[src/rtl/lab2_proc_muldiv_iter.sv]
// Iterative RV32M multiply/divide unit for the X stage, with a val/rdy stream on each side.
// Multiplies use shift-add with optional zero-skip; divides use a restoring algorithm.
module lab2_proc_muldiv_iter #(
  parameter int unsigned p_nbits      = 32,
  parameter int unsigned p_skip_zeros = 1
) (
  input  logic               clk,
  input  logic               reset,
  input  logic               istream_val,
  output logic               istream_rdy,
  input  logic [2:0]         istream_fn,
  input  logic [p_nbits-1:0] istream_a,
  input  logic [p_nbits-1:0] istream_b,
  output logic               ostream_val,
  input  logic               ostream_rdy,
  output logic [p_nbits-1:0] ostream_msg
);

  localparam int unsigned NB = p_nbits;
  localparam int unsigned WB = 2 * p_nbits;
  localparam int unsigned CW = $clog2(p_nbits);
  localparam logic [2:0] FN_MUL    = 3'd0;
  localparam logic [2:0] FN_MULH   = 3'd1;
  localparam logic [2:0] FN_MULHSU = 3'd2;
  localparam logic [2:0] FN_DIV    = 3'd4;
  localparam logic [2:0] FN_REM    = 3'd6;
  localparam logic [NB-1:0] MIN_NEG = NB'(1) << (NB - 1);

  typedef enum logic [1:0] {ST_IDLE, ST_CALC, ST_DONE} state_e;

  state_e          state_q, state_d;
  logic            rdy_q, rdy_d, val_q, val_d;
  logic [NB-1:0]   msg_q, msg_d;
  logic [2:0]      fn_q, fn_d;
  logic            neg_q, neg_d, rneg_q, rneg_d;
  logic [WB-1:0]   acc_q, acc_d, mcand_q, mcand_d;
  logic [NB-1:0]   mplier_q, mplier_d;
  logic [CW-1:0]   cnt_q, cnt_d;

  // Request decode: operand magnitudes, signs and the divides resolved without iterating
  logic          in_div, sa_in, sb_in, a_neg, b_neg, in_special;
  logic [NB-1:0] a_mag, b_mag, special_res;
  always_comb begin
    in_div      = istream_fn[2];
    sa_in       = istream_fn inside {FN_MUL, FN_MULH, FN_MULHSU, FN_DIV, FN_REM};
    sb_in       = istream_fn inside {FN_MUL, FN_MULH, FN_DIV, FN_REM};
    a_neg       = sa_in & istream_a[NB-1];
    b_neg       = sb_in & istream_b[NB-1];
    a_mag       = a_neg ? NB'(0) - istream_a : istream_a;
    b_mag       = b_neg ? NB'(0) - istream_b : istream_b;
    in_special  = 1'b0;
    special_res = '0;
    if (in_div && (istream_b == '0)) begin
      in_special  = 1'b1;
      special_res = istream_fn[1] ? istream_a : '1;
    end else if (in_div && !istream_fn[0] && (istream_a == MIN_NEG) && (istream_b == '1)) begin
      in_special  = 1'b1;
      special_res = istream_fn[1] ? '0 : istream_a;
    end
  end

  // One iteration of either algorithm plus the sign fix-up applied on the final step
  logic          is_div, last, div_fit;
  logic [WB-1:0] mul_acc, prod, div_acc;
  logic [NB:0]   div_up;
  logic [NB-1:0] mplier_sh, div_rem, quot, rem, mul_res, div_res;
  always_comb begin
    is_div    = fn_q[2];
    mul_acc   = mplier_q[0] ? acc_q + mcand_q : acc_q;
    mplier_sh = mplier_q >> 1;
    prod      = neg_q ? WB'(0) - mul_acc : mul_acc;
    mul_res   = (fn_q == FN_MUL) ? prod[NB-1:0] : prod[WB-1:NB];
    div_up    = acc_q[WB-1:NB-1];
    div_fit   = div_up >= {1'b0, mcand_q[NB-1:0]};
    div_rem   = div_fit ? NB'(div_up - {1'b0, mcand_q[NB-1:0]}) : div_up[NB-1:0];
    div_acc   = {div_rem, acc_q[NB-2:0], div_fit};
    quot      = div_acc[NB-1:0];
    rem       = div_acc[WB-1:NB];
    div_res   = fn_q[1] ? (rneg_q ? NB'(0) - rem : rem)
                        : (neg_q ? NB'(0) - quot : quot);
    last      = (cnt_q == CW'(NB - 1)) ||
                (!is_div && (p_skip_zeros != 0) && (mplier_sh == '0));
  end

  // Next-state and datapath register updates
  always_comb begin
    state_d  = state_q;
    msg_d    = msg_q;
    fn_d     = fn_q;
    neg_d    = neg_q;
    rneg_d   = rneg_q;
    acc_d    = acc_q;
    mcand_d  = mcand_q;
    mplier_d = mplier_q;
    cnt_d    = cnt_q;
    case (state_q)
      ST_IDLE: begin
        if (istream_val && rdy_q) begin
          fn_d     = istream_fn;
          neg_d    = a_neg ^ b_neg;
          rneg_d   = a_neg;
          cnt_d    = '0;
          acc_d    = in_div ? {{NB{1'b0}}, a_mag} : '0;
          mcand_d  = {{NB{1'b0}}, in_div ? b_mag : a_mag};
          mplier_d = b_mag;
          if (in_special) begin
            msg_d   = special_res;
            state_d = ST_DONE;
          end else begin
            state_d = ST_CALC;
          end
        end
      end
      ST_CALC: begin
        cnt_d = cnt_q + CW'(1);
        if (is_div) begin
          acc_d = div_acc;
        end else begin
          acc_d    = mul_acc;
          mcand_d  = mcand_q << 1;
          mplier_d = mplier_sh;
        end
        if (last) begin
          msg_d   = is_div ? div_res : mul_res;
          state_d = ST_DONE;
        end
      end
      ST_DONE: begin
        if (ostream_rdy) state_d = ST_IDLE;
      end
      default: state_d = ST_IDLE;
    endcase
    rdy_d = (state_d == ST_IDLE);
    val_d = (state_d == ST_DONE);
  end

  always_ff @(posedge clk or posedge reset) begin
    if (reset) begin
      state_q  <= ST_IDLE;
      rdy_q    <= 1'b0;
      val_q    <= 1'b0;
      msg_q    <= '0;
      fn_q     <= '0;
      neg_q    <= 1'b0;
      rneg_q   <= 1'b0;
      acc_q    <= '0;
      mcand_q  <= '0;
      mplier_q <= '0;
      cnt_q    <= '0;
    end else begin
      state_q  <= state_d;
      rdy_q    <= rdy_d;
      val_q    <= val_d;
      msg_q    <= msg_d;
      fn_q     <= fn_d;
      neg_q    <= neg_d;
      rneg_q   <= rneg_d;
      acc_q    <= acc_d;
      mcand_q  <= mcand_d;
      mplier_q <= mplier_d;
      cnt_q    <= cnt_d;
    end
  end

  assign istream_rdy = rdy_q;
  assign ostream_val = val_q;
  assign ostream_msg = msg_q;

endmodule
[config.mk]
export PLATFORM = sky130hd
export DESIGN_NAME = lab2_proc_muldiv_iter
export DESIGN_NICKNAME = d
export VERILOG_FILES = /design/src/rtl/lab2_proc_muldiv_iter.sv
export SDC_FILE = /design/constraint.sdc
export NUM_CORES = 1
export LEC_CHECK = 0
export ABC_AREA = 1
export ABC_CLOCK_PERIOD_IN_PS = 17000
export CAP_MARGIN = 20
export CORE_MARGIN = 1.5
export CORE_UTILIZATION = 40
export DETAILED_ROUTE_END_ITERATION = 8
export PLACE_DENSITY = 0.57
export SLEW_MARGIN = 20
export SYNTH_ARGS = -nofsm -noshare
export SYNTH_HDL_FRONTEND = slang
export SYNTH_SLANG_ARGS = --single-unit
[constraint.sdc]
create_clock -name clk -period 17 [get_ports clk]
set_clock_uncertainty 0.2 [all_clocks]
set_input_delay 3.4 -clock clk [delete_from_list [all_inputs] [get_ports clk]]
set_output_delay 3.4 -clock clk [all_outputs]
set_load 0.02 [all_outputs]
* After elaboration in Yosys (flattened, before gate mapping)
Cells that the tools add are included.
** Word-level totals
- Register bits after elaboration :: 206
- Input port bits :: 71
- Word-level logic and storage cells :: 97
** Cells by class
- Add/subtract/negate cells :: 8
- Magnitude comparators :: 1
- Equal/unequal tests :: 14
- Multiplexer cells :: 38
- Bitwise operators :: 3
- Reduce and logical (&&, ||, !) cells :: 22
** Operators by type and width (count)
- 32-bit two-way mux :: 19
- 64-bit two-way mux :: 6
- 64-bit case mux with 2 select lines :: 2
- 32-bit case mux with 2 select lines :: 2
- 1-bit by 32-bit subtractor with 32-bit output (first input constant) :: 4
- 64-bit adder :: 1
- 32-bit equality test (second input constant) :: 2
- 32-bit zero test :: 2
- 1-bit by 64-bit subtractor with 64-bit output (first input constant) :: 1
- 33-bit by 32-bit >= comparator with 1-bit output :: 1
- 32-bit subtractor :: 1
- 5-bit case mux with 2 select lines :: 1
- 2-bit two-way mux :: 4
- 2-bit inequality test (second input constant) :: 4
- 3-bit equality test (second input constant) :: 2
- 1-bit logical AND :: 6
- 3-bit zero test :: 2
- 2-bit case mux with 3 select lines :: 1
- 5-bit by 1-bit adder with 5-bit output (second input constant) :: 1
- 5-bit equality test (second input constant) :: 1
- 5-bit two-way mux :: 1
- 5-bit nonzero test :: 1
- 2-bit equality test (second input constant) :: 2
- 2-bit zero test :: 2
- 13 further kinds :: 17

* Logic depth before layout (Yosys ltp)
- Depth in word-level cells :: 10
- Gate-level depth with buffers :: 31

* Least setup slack after synthesis
No wires, ideal clock.
- Kind :: input port to flip-flop
- Start point :: input port istream_b[0]
- End point :: register msg_q[11] (netlist: ostream_msg[11])
- Library setup time :: 0.124 ns
- Arrival time :: 5.625 ns
- Slack :: 11.051 ns
- Stages on the path :: 19
- Path buffers :: 2
- Path through :: inv_1 -> ha_1 -> inv_1 -> nor3_2 -> nand3_1 -> nor3_2 -> nand3_1 -> nor4_1 -> nand2_1 -> nor4_1 -> inv_1 -> nand3_1 -> nand2_2 -> inv_1 -> buf_2 -> buf_2 -> o21ai_0 -> a21oi_1 -> a21oi_1
** On the way
- Longest elaborated chain between the ends :: 7
- Elaborated cells between the ends (all ways) :: 13
** RTL lines
- start: declaration :: RTL line 13 : input logic [p_nbits-1:0] istream_b,
- 32-bit equality test :: RTL line 56 : end else if (in_div && !istream_fn[0] && (istream_a == MIN_NEG) && (istream_b == '1)) begin
- 1-bit logical AND :: RTL line 56
- 32-bit two-way mux :: RTL line 56
- 32-bit two-way mux :: RTL line 53 : if (in_div && (istream_b == '0)) begin
- 32-bit two-way mux :: RTL line 106 : if (in_special) begin
- 32-bit two-way mux :: RTL line 98 : if (istream_val && rdy_q) begin
- 32-bit case mux with 2 select lines :: RTL line 96 : case (state_q)
- end signal: assignment :: RTL line 154 : msg_q <= msg_d;
- end: declaration :: RTL line 33 : logic [NB-1:0] msg_q, msg_d;
Several ways; a longest one is shown, not always the timed one. The select of a mux whose other input is x is not followed.
A chain may end at the register's enable or synchronous reset.

* Final worst setup path
- Start point :: input port istream_a[0]
- End point :: register msg_q[18] (netlist: ostream_msg[18])
** On the way
- Longest elaborated chain between the ends :: 8
- Elaborated cells between the ends (all ways) :: 12
** RTL lines
- start: declaration :: RTL line 12 : input logic [p_nbits-1:0] istream_a,
- 32-bit equality test (*) :: RTL line 56
- 1-bit logical AND (*) (2 in a row) :: RTL line 56
- 32-bit two-way mux :: RTL line 56
- 32-bit two-way mux :: RTL line 53
- 32-bit two-way mux :: RTL line 106
- 32-bit two-way mux :: RTL line 98
- 32-bit case mux with 2 select lines :: RTL line 96
Every way passes the cells marked *; elsewhere a longest branch is shown, timed or not. The select of a mux whose other input is x is not followed.

==> qor.csv <==
stage,metric,value,unit
floorplanning,initial core utilization,40.4,%
layout,Multi-input gate area,0.0170,mm²
clock_tree,root buffer cell,clkbuf_16,
drt,Via Count,30225,
clock_tree,Post-CTS Setup Bufs,0,
drt,WL met1,53.7,mm
clock_tree,Clock Sink Count,206,
global_route,gr usage total,37.2,%
clock_tree,clk buf depth,3,
floorplanning,Core Box Area,0.0631,mm²
outcome,outcome,finished clean,
layout,Layout Cells excl Fill,5431,
drt,initial detailed-routing violation count,3560,
clock_tree,register clock-pin slew on the reported worst setup and hold paths,0.06,ns
yosys,synth unique cells,64,
critical_path,worst reg2reg path depth,25,
yosys,Synth Register Bits,206,
clock_tree,CTS Buf Count,27,
yosys,post-synthesis average cell area,5.62,µm²
min_path,worst hold path stage count,2,
drt,uppermost routed layer,met5,
critical_path,CP endpoint kind,flop,
sta,Slew @ Worst Pin,1.11,ns
placed_design,RePlAce Congestion,1.05,
floorplanning,die height,256,µm
floorplanning,die area,0.0653,mm²
critical_path,crit-path max FO,47,
critical_path,Slowest cell on crit path,clkdlybuf4s50_1,
layout,share of cells above drive strength 1,4.12,%
floorplanning,row count,92,
yosys,Syn Inst Count,4543,
global_route,pin count of the biggest net entering global routing,96,
layout,FF/Latch Area,0.00516,mm²
clock_tree,clk_lat worst skew,0.62,ns
yosys,Syn Nets,4719,
floorplanning,I/O pin count,105,
drt,DR pass1 iterations,6,
drt,DRC viols,0,
sta,fin crit period,6.90,ns
clock_tree,CTS tree,done,
sta,TNS Setup,0,ns
yosys,post-synthesis sequential area ratio,20.2,%
drt,Vias/cell,5.57,
layout,"commonest non-fill, non-tap cell in the layout",nand2_1,
layout,fillcell total,7135,
critical_path,CP max stage delay,0.49,ns
layout,antenna fix cells,0,
critical_path,crit-path cells,clkdlybuf4s50_1 > inv_1 > ha_1 > nand2_1 > nor2_1 > nand3_1 > nor2_1 > nand4_1 > nor3_2 > nand3_1 > nor4_1 > nand4_1 > nand3_1 > nand2_2 > inv_1 > buf_4 > o21ai_0 > nand3b_1 > o21ai_1 > inv_1,
sta,Final Slew Violations,0,
sta,period utilization,40.6,%
global_route,grt ovf,0,
critical_path,Worst Setup Start Kind,input pin,
drt,DRT antenna net count,0,
yosys,main flop type after synthesis,dfrtp_1,
min_path,HP Class,reg2reg,
layout,most frequent cells in the layout,"nand2_1, inv_1, nor2_1",
drt,WL met2,52.4,mm
clock_tree,# hold bufs at CTS,0,
drt,metal3 WL,11.7,mm
critical_path,WS Path Type,in2reg,
placed_design,Post-Place Cells,5383,
sta,RSZ-0062 raised after global routing,no,
clock_tree,H-tree depth,1,
sta,setup violators final,0,
sta,Achievable Freq,145,MHz
sta,Rel. slew slack,25.9,%
critical_path,Worst EP required,17.30,ns
global_route,initial antenna violation count,4,
yosys,synth warn,0,
critical_path,Reg2Reg Setup Slack,11.44,ns
placed_design,I/O Buffers,104,
yosys,Post-synth EDFFs,0,
floorplanning,die width,256,µm
critical_path,Critical Path AT,7.20,ns
layout,final net count,4742,
global_route,vias in the first global route,27664,
yosys,"FFs w/ async S/R, synth",100,%
sta,final hold violations,0,
global_route,global-route wire length before repair,182,mm
drt,drt total wl,125,mm
yosys,post-synthesis cell area,0.0255,mm²
job,MaxCap Viol Count,0,
clock_tree,post-CTS sizing,0,
layout,"Area growth, synth to finish",10.5,%
placed_design,HPWL after DPL,102,mm
drt,DR WL/cell,23.0,µm
-- logic make-up (layout without fill, tap and decap cells) --
group / Yosys count / after routing / synth area share, %
and+or+nand+nor: 2538 / 2538 / 41.7
buffers and inverters: 884 / 926 / 13.2
AOI/OAI and AO/OA: 717 / 717 / 16.4
DFF: 206 / 206 / 20.2
adders and majority gates: 105 / 105 / 5.21
xor gates and xnor gates: 93 / 93 / 3.19
-- path summary, 6_finish.rpt --
| path | from | end |
|---|---|---|
| max reg2reg | mcand_q[22]$_DFFE_PP0P_ | ostream_msg[28]$_DFFE_PP0P_ |
| min reg2reg | mplier_q[25]$_DFFE_PP0P_ | mplier_q[25]$_DFFE_PP0P_ |
| min | mplier_q[25]$_DFFE_PP0P_ | mplier_q[25]$_DFFE_PP0P_ |
| max | istream_a[0] | ostream_msg[18]$_DFFE_PP0P_ |
| max in group asynchronous | reset | mplier_q[0]$_DFFE_PP0P_ |
| min in group asynchronous | reset | mplier_q[31]$_DFFE_PP0P_ |
-- synth_stat cells, types with 14 or more instances --
| cell type | count | area share, % |
|---|---|---|
| ha_1 | 103 | 5.1 |
| nor2_2 | 15 | 0.37 |
| a21oi_1 | 251 | 4.9 |
| clkbuf_1 | 96 | 1.4 |
| a32oi_1 | 16 | 0.55 |
| a22oi_1 | 14 | 0.41 |
| nor3_1 | 46 | 0.90 |
| o221ai_1 | 30 | 1.0 |
| xnor2_1 | 17 | 0.58 |
| or2_2 | 31 | 0.76 |
| buf_1 | 18 | 0.26 |
| o21ai_0 | 213 | 4.2 |
| buf_2 | 23 | 0.45 |
| nand3b_1 | 16 | 0.47 |
| dfrtp_1 | 206 | 20 |
| nand2_2 | 16 | 0.39 |
| o22ai_1 | 54 | 1.3 |
| o211ai_1 | 26 | 0.77 |
| nand3_1 | 384 | 7.5 |
| nor4_1 | 21 | 0.51 |
| nand2_1 | 1484 | 22 |
| a31oi_1 | 25 | 0.61 |
| o21ai_1 | 26 | 0.51 |
| xor2_1 | 76 | 2.6 |
| o21bai_1 | 15 | 0.44 |
| nor2_1 | 444 | 6.5 |
| inv_1 | 726 | 11 |
| nand4_1 | 54 | 1.3 |
-- registers in the layout (all words and copies together), names as in the netlist --
register / count
acc_q: 64
mcand_q: 64
mplier_q: 32
ostream_msg: 32
cnt_q: 5
fn_q: 3
state_q: 2
istream_rdy: 1
neg_q: 1
ostream_val: 1
rneg_q: 1
-- metal layers --
layer  global-route usage, %  vias up
li1                        -    14639
met1                    51.1    13912
met2                    55.9     1439
met3                    6.79      229
met4                    18.0        6
met5                       0        -
-- stage by stage --
step / cell area, µm² / worst slack [ns] / hold slack [ns] / utilization [%]
after detailed placement: 27300 / 9.52 / 0.297 / 43.3
after global routing: 28200 / 9.64 / 0.318 / 44.7
after CTS: 28200 / 10.15 / 0.312 / 44.7
after global placement: 27300 / 9.67 / 0.289 / 43.3
after floorplan: 25500 / 7.78 / 0.243 / -
final: 28200 / 10.11 / 0.312 / 44.7
-- area by class of cell --
cell class              instances  area share [%]
multi-input cells            3453            60.4
flip-flops and latches        206            18.3
inverters                     743            9.93
repair buffers                135            4.52
well taps                     846            3.76
clock buffers                  39            2.77
clock inverters                 9           0.324
-- worst max-delay path, delay by kind of cell --
kind | cells | cell delay (ns)
buffers and inverters | 5 | 1.20
and+or+nand+nor | 12 | 2.15
AOI/OAI and AO/OA | 2 | 0.26
adders and majority gates | 1 | 0.17
Power is left out: the tool's default activity adds up to more than one toggle a clock period on the data nets, which glitch-free logic cannot reach.
